--- src/rtl/pe_fetch_pkg.sv ---
// Shared types and width helpers for the PE instruction-fetch stage.
package pe_fetch_pkg;

  typedef enum logic [1:0] {
    IDLE   = 2'd0,
    LAUNCH = 2'd1,
    FETCH  = 2'd2,
    DRAIN  = 2'd3
  } fetch_state_t;

  function automatic int pc_w(input int inst_word);
    return (inst_word > 1) ? $clog2(inst_word) : 1;
  endfunction

  // One extra bit so a full bank (INST_WORD words) is representable.
  function automatic int len_w(input int inst_word);
    return pc_w(inst_word) + 1;
  endfunction

endpackage

--- src/rtl/pe_fetch.sv ---
// Program counter / instruction fetch: walks prog_len words iter times over the
// banked instruction memory and hands each word to decode with a valid/stall handshake.
//
// state  | meaning
// IDLE   | waiting for start_i, memory idle
// LAUNCH | one cycle, pulses r_switch_o to advance the read bank
// FETCH  | issues one read per unstalled cycle, pc wraps per iteration
// DRAIN  | waits for the last read to be accepted, then pulses done_o
module pe_fetch
  import pe_fetch_pkg::*;
#(
  parameter int INST_WIDTH = 64,
  parameter int INST_WORD  = 32,
  parameter int ITER_W     = 8,
  localparam int PC_W      = pc_w(INST_WORD),
  localparam int LEN_W     = len_w(INST_WORD)
) (
  input  logic                  clk,
  input  logic                  rst_n,
  input  logic                  start_i,
  input  logic                  abort_i,
  input  logic [LEN_W-1:0]      prog_len_i,
  input  logic [ITER_W-1:0]     iter_i,
  input  logic                  stall_i,
  output logic [PC_W-1:0]       addr_r,
  output logic                  cen_r,
  output logic                  gwen_r,
  output logic                  r_switch_o,
  input  logic [INST_WIDTH-1:0] inst_i,
  output logic [INST_WIDTH-1:0] inst_o,
  output logic                  inst_valid_o,
  output logic                  busy_o,
  output logic                  done_o
);

  fetch_state_t      state;
  logic [PC_W-1:0]   pc;
  logic [LEN_W-1:0]  len;
  logic [ITER_W-1:0] iter;
  logic [ITER_W-1:0] iter_cnt;
  logic              rd_pend;
  logic              issue;
  logic              last_word;
  logic              last_iter;

  assign issue     = (state == FETCH) && !stall_i;
  assign last_word = ({1'b0, pc} == (len - LEN_W'(1)));
  assign last_iter = (iter_cnt == (iter - ITER_W'(1)));

  assign cen_r        = !issue;
  assign gwen_r       = 1'b1;
  assign addr_r       = pc;
  assign r_switch_o   = (state == LAUNCH);
  assign inst_o       = inst_i;
  assign inst_valid_o = rd_pend;
  assign busy_o       = (state != IDLE);

  always_ff @(posedge clk or negedge rst_n) begin
    if (!rst_n) begin
      state    <= IDLE;
      pc       <= '0;
      len      <= '0;
      iter     <= '0;
      iter_cnt <= '0;
      rd_pend  <= 1'b0;
      done_o   <= 1'b0;
    end else begin
      done_o  <= 1'b0;
      // A stalled word stays pending; the SRAM output holds because no read is issued.
      rd_pend <= issue | (rd_pend & stall_i);
      if (abort_i) begin
        state   <= IDLE;
        rd_pend <= 1'b0;
      end else begin
        case (state)
          IDLE: begin
            if (start_i) begin
              len      <= prog_len_i;
              iter     <= (iter_i == '0) ? ITER_W'(1) : iter_i;
              pc       <= '0;
              iter_cnt <= '0;
              state    <= LAUNCH;
            end
          end
          LAUNCH: state <= (len == '0) ? DRAIN : FETCH;
          FETCH: begin
            if (issue) begin
              if (last_word) begin
                if (last_iter) begin
                  state <= DRAIN;
                end else begin
                  pc       <= '0;
                  iter_cnt <= iter_cnt + ITER_W'(1);
                end
              end else begin
                pc <= pc + PC_W'(1);
              end
            end
          end
          DRAIN: begin
            if (!(rd_pend && stall_i)) begin
              state  <= IDLE;
              done_o <= 1'b1;
            end
          end
          default: state <= IDLE;
        endcase
      end
    end
  end

endmodule

--- config.mk ---
export PLATFORM = sky130hd
export DESIGN_NAME = pe_fetch
export DESIGN_NICKNAME = d
export VERILOG_FILES = /design/src/rtl/pe_fetch_pkg.sv /design/src/rtl/pe_fetch.sv
export SDC_FILE = /design/constraint.sdc
export NUM_CORES = 1
export LEC_CHECK = 0
export ABC_AREA = 0
export BUFFER_PORTS_ARGS = -buffer_cell sky130_fd_sc_hd__buf_2
export CORE_AREA = 3 3 78 80
export DETAILED_ROUTE_END_ITERATION = 8
export DIE_AREA = 0 0 81 83
export MAX_ROUTING_LAYER = met4
export PLACE_DENSITY = 0.91
export SYNTH_ARGS = -nofsm -noshare
export SYNTH_HDL_FRONTEND = slang
export SYNTH_SLANG_ARGS = --single-unit
--- constraint.sdc ---
create_clock -name clk -period 4.9 [get_ports clk]
set_input_delay 0.245 -clock clk [delete_from_list [all_inputs] [get_ports clk]]
set_output_delay 0.245 -clock clk [all_outputs]
set_load 0.01 [all_outputs]
==> metrics.txt <==
Avg Cell Area, Syn=9.29 µm²; Post-CTS Repair Setup Buffers=0; final routed DRC violation total=0; proportion of synthesized flip-flops having asynchronous set or reset=1.00; number of I/O port buffers=28; element type at the critical path end=register; count of final setup violators=0; crit path max fanout=9; clock buffer count from CTS=5; number of global-route vias before repair=1,781; I/O Pins=158; violated checks=negative hold slack; Setup WS pre-CTS=2.20 ns; flip-flop cell with the highest count after synthesis=dfrtp_1; worst vdd ir=0.194 mV; sum of negative setup slack=0 ns; Critical Path AT=2.88 ns; clock tree from TritonCTS=yes; area enclosed by the die boundary=6720 µm²; post-route setup slack=2.19 ns; later-pin clock latency in the skew report=0.29 ns; most frequent standard cell in the layout excluding fill and tap cells=dfrtp_1; Worst slew margin=0.468; maximum clock insertion buffer count=2; initial antenna violation count=0; leakage power of the design=1.06 nW; clock sink count=31; synthesized area=2510 µm²; endpoint of the lowest-slack register-to-register path=state[0]$_DFFE_PN0P_; adder and majority cell fraction of the synthesized area=0.0449; portion of netlist area occupied by mux cells=0.0743; count of hold buffers inserted by post-cts repair=0; basic-gate share of the synthesized area counting and, or, nand and nor cells=0.142; router iterations before antenna repair=4; placement row count=27; count of instances resized after the clock tree is built=0; Vert. Die Dim=83 µm; Yosys top cell area share=0.309; leading cell types by total area after synthesis=dfrtp_1, buf_4, mux2_2; main combinational cell family by area after synthesis=buffers and inverters; cell type with the largest total area after synthesis=dfrtp_1; share of the cycle needed by the critical path after routing=0.552; antenna-violating nets left=0; H-Tree Level Count=2; result of the run=finished, violations left; number of vias after detailed routing=1,773; post-layout min period=2.71 ns; Synth warnings=0; Detailed Route WL=4.93 mm; dpl hpwl=3.63 mm; number of distinct standard cells referenced by the synthesized netlist=50; kind of start point of the critical path=register; Total Routing Usage GR=0.156; final core utilization=0.421; post-synthesis xor/xnor area fraction=0.0489; CP startpoint=iter[0]$_DFFE_PN0P_; Via-to-Cell Ratio=5.76; maximum number of pins on one net before global-route repair=32; Starting DRT DRC Count=119; Worst Hold Class=input port to asynchronous set/reset pin; Reg clk slew, reported paths=0.07 ns; sequential-to-total area share from yosys stat=0.309; number of standard cells after synthesis=270; root cell of the clock tree=clkbuf_8; Worst Max-Slew Pin Slew=0.796 ns; overall overflow remaining after global route=0; compound-gate portion of the synthesized area=0.152; Area growth syn-to-layout=-8.08%; post-layout net count=327; first-pass GRT wire length=8.24 mm; worst setup path end=state[0]$_DFFE_PN0P_; synthesis-stage register bit count=31; Filler Cells Inserted=527; EDFF count, synth=0; R2R Setup Slk=2.19 ns; average routed wire per standard cell=16.0 µm; placer congestion estimate=0.842; final hold vios=3; Max Clock Skew=0.00701 ns; proportion of layout cells with a drive suffix above 1=0.242; maximum frequency from static timing analysis=370 MHz; class of the most critical setup path=register to register; max-cap violation count=0; power per cell area=492 nW/µm²; initial cell density of the core=0.458; number of antenna repair diodes=0; leading cell types in the layout, fill and taps excluded=dfrtp_1, buf_2, inv_1; net count of the mapped netlist=362; setup repair after global routing missed its margin=no; number of cells on the worst reg-to-reg path=9; Required @ worst endpoint=5.08 ns; Fin Hold WS=-0.00295 ns; Die Wd=81 µm; Core Footprint=5470 µm²; beginning of the worst register-to-register path=iter[0]$_DFFE_PN0P_; number of slew-limit violations in the final report=0
[per-stage QoR]
stage	cell area, µm²	hold slack, ns	power [W]	cells
after detailed placement	2220	0.328	0.000933	300
after floorplan	2510	-0.0506	0.000859	270
final	2310	-0.00295	0.00113	308
after global placement	2220	0.321	0.000898	300
after global routing	2310	0.0637	0.00121	308
after CTS	2310	0.0217	0.00113	308
[how the worst min path moves through the flow]
stage,from,to,slack [ns],depth (start not counted)
2_1_floorplan,rst_n,addr_r[0]$_DFFE_PN0P_,-0.05,0
3_3_place_gp,rst_n,len[1]$_DFFE_PN0P_,0.32,1
3_5_place_dp,rst_n,len[4]$_DFFE_PN0P_,0.33,1
4_1_cts,rst_n,len[4]$_DFFE_PN0P_,0.02,1
5_1_grt,rst_n,len[4]$_DFFE_PN0P_,0.06,1
6_report,rst_n,len[2]$_DFFE_PN0P_,-0.003,1
[power by group]
group	total (W)	switching [W]	leakage (nW)	internal, W
logic	0.000499	0.000274	0.614	0.000226
registers	0.000441	0.000112	0.399	0.000329
clock network	0.000193	0.0000939	0.0422	0.0000995
[worst max-delay path: stages, from the launching register on]
cell and delay, ns:
dfrtp_1 0.44, inv_1 0.10, ha_1 0.18, or3b_4 0.40, nor4_2 0.14, o2111ai_1 0.15, a311o_4 0.45, o31ai_4 0.28
o21ai_1 0.12, a221oi_1 0.33
[synthesized netlist by cell type (all sizes together), types with 4 or more instances]
cell     n
a21o     5
a21oi    9
and3     5
buf     66
clkbuf   4
dfrtp   31
ha       9
inv     15
mux2    13
mux2i    4
nand2    9
nand2b   4
nand3    6
nand4    5
nor2    12
nor3     8
o21ai   10
xnor2    4
xor2    10
[routing by layer]
| metal | vias to the layer above | GRT usage | wire (µm) |
|---|---|---|---|
| li1 | 812 | - | - |
| met1 | 860 | 0.183 | 1970 |
| met2 | 67 | 0.236 | 2350 |
| met3 | 34 | 0.0401 | 356 |
| met4 | 0 | 0.0922 | 244 |
| met5 | - | - | 0 |
[cell families (layout without fill, tap and decap cells)]
logic type | Yosys count | after routing
other | 1 | 1
AO/OA/AOI/OAI | 50 | 50
buffers and inverters | 85 | 51
adder cells (fa/ha/maj) | 9 | 9
flip-flops | 31 | 31
XOR/XNOR | 14 | 14
AND/OR/NAND/NOR | 63 | 63
multiplexers | 17 | 17
[cell type report]
type	count	area [µm²]	share of cell area
timing repair buffer	28	140	0.0608
clock buffer	7	76.3	0.0331
multi-input combinational	154	1160	0.504
tap	72	90.1	0.0391
clock inverter	1	5.00	0.00217
sequential	31	776	0.336
inverter	15	56.3	0.0244
[registers in the layout, indices dropped and copies added, names as in the netlist]
register and cells:
state 2, addr_r 5, done_o 1, inst_valid_o 1, iter 8, iter_cnt 8, len 6
(Power assumes the default switching activity.)
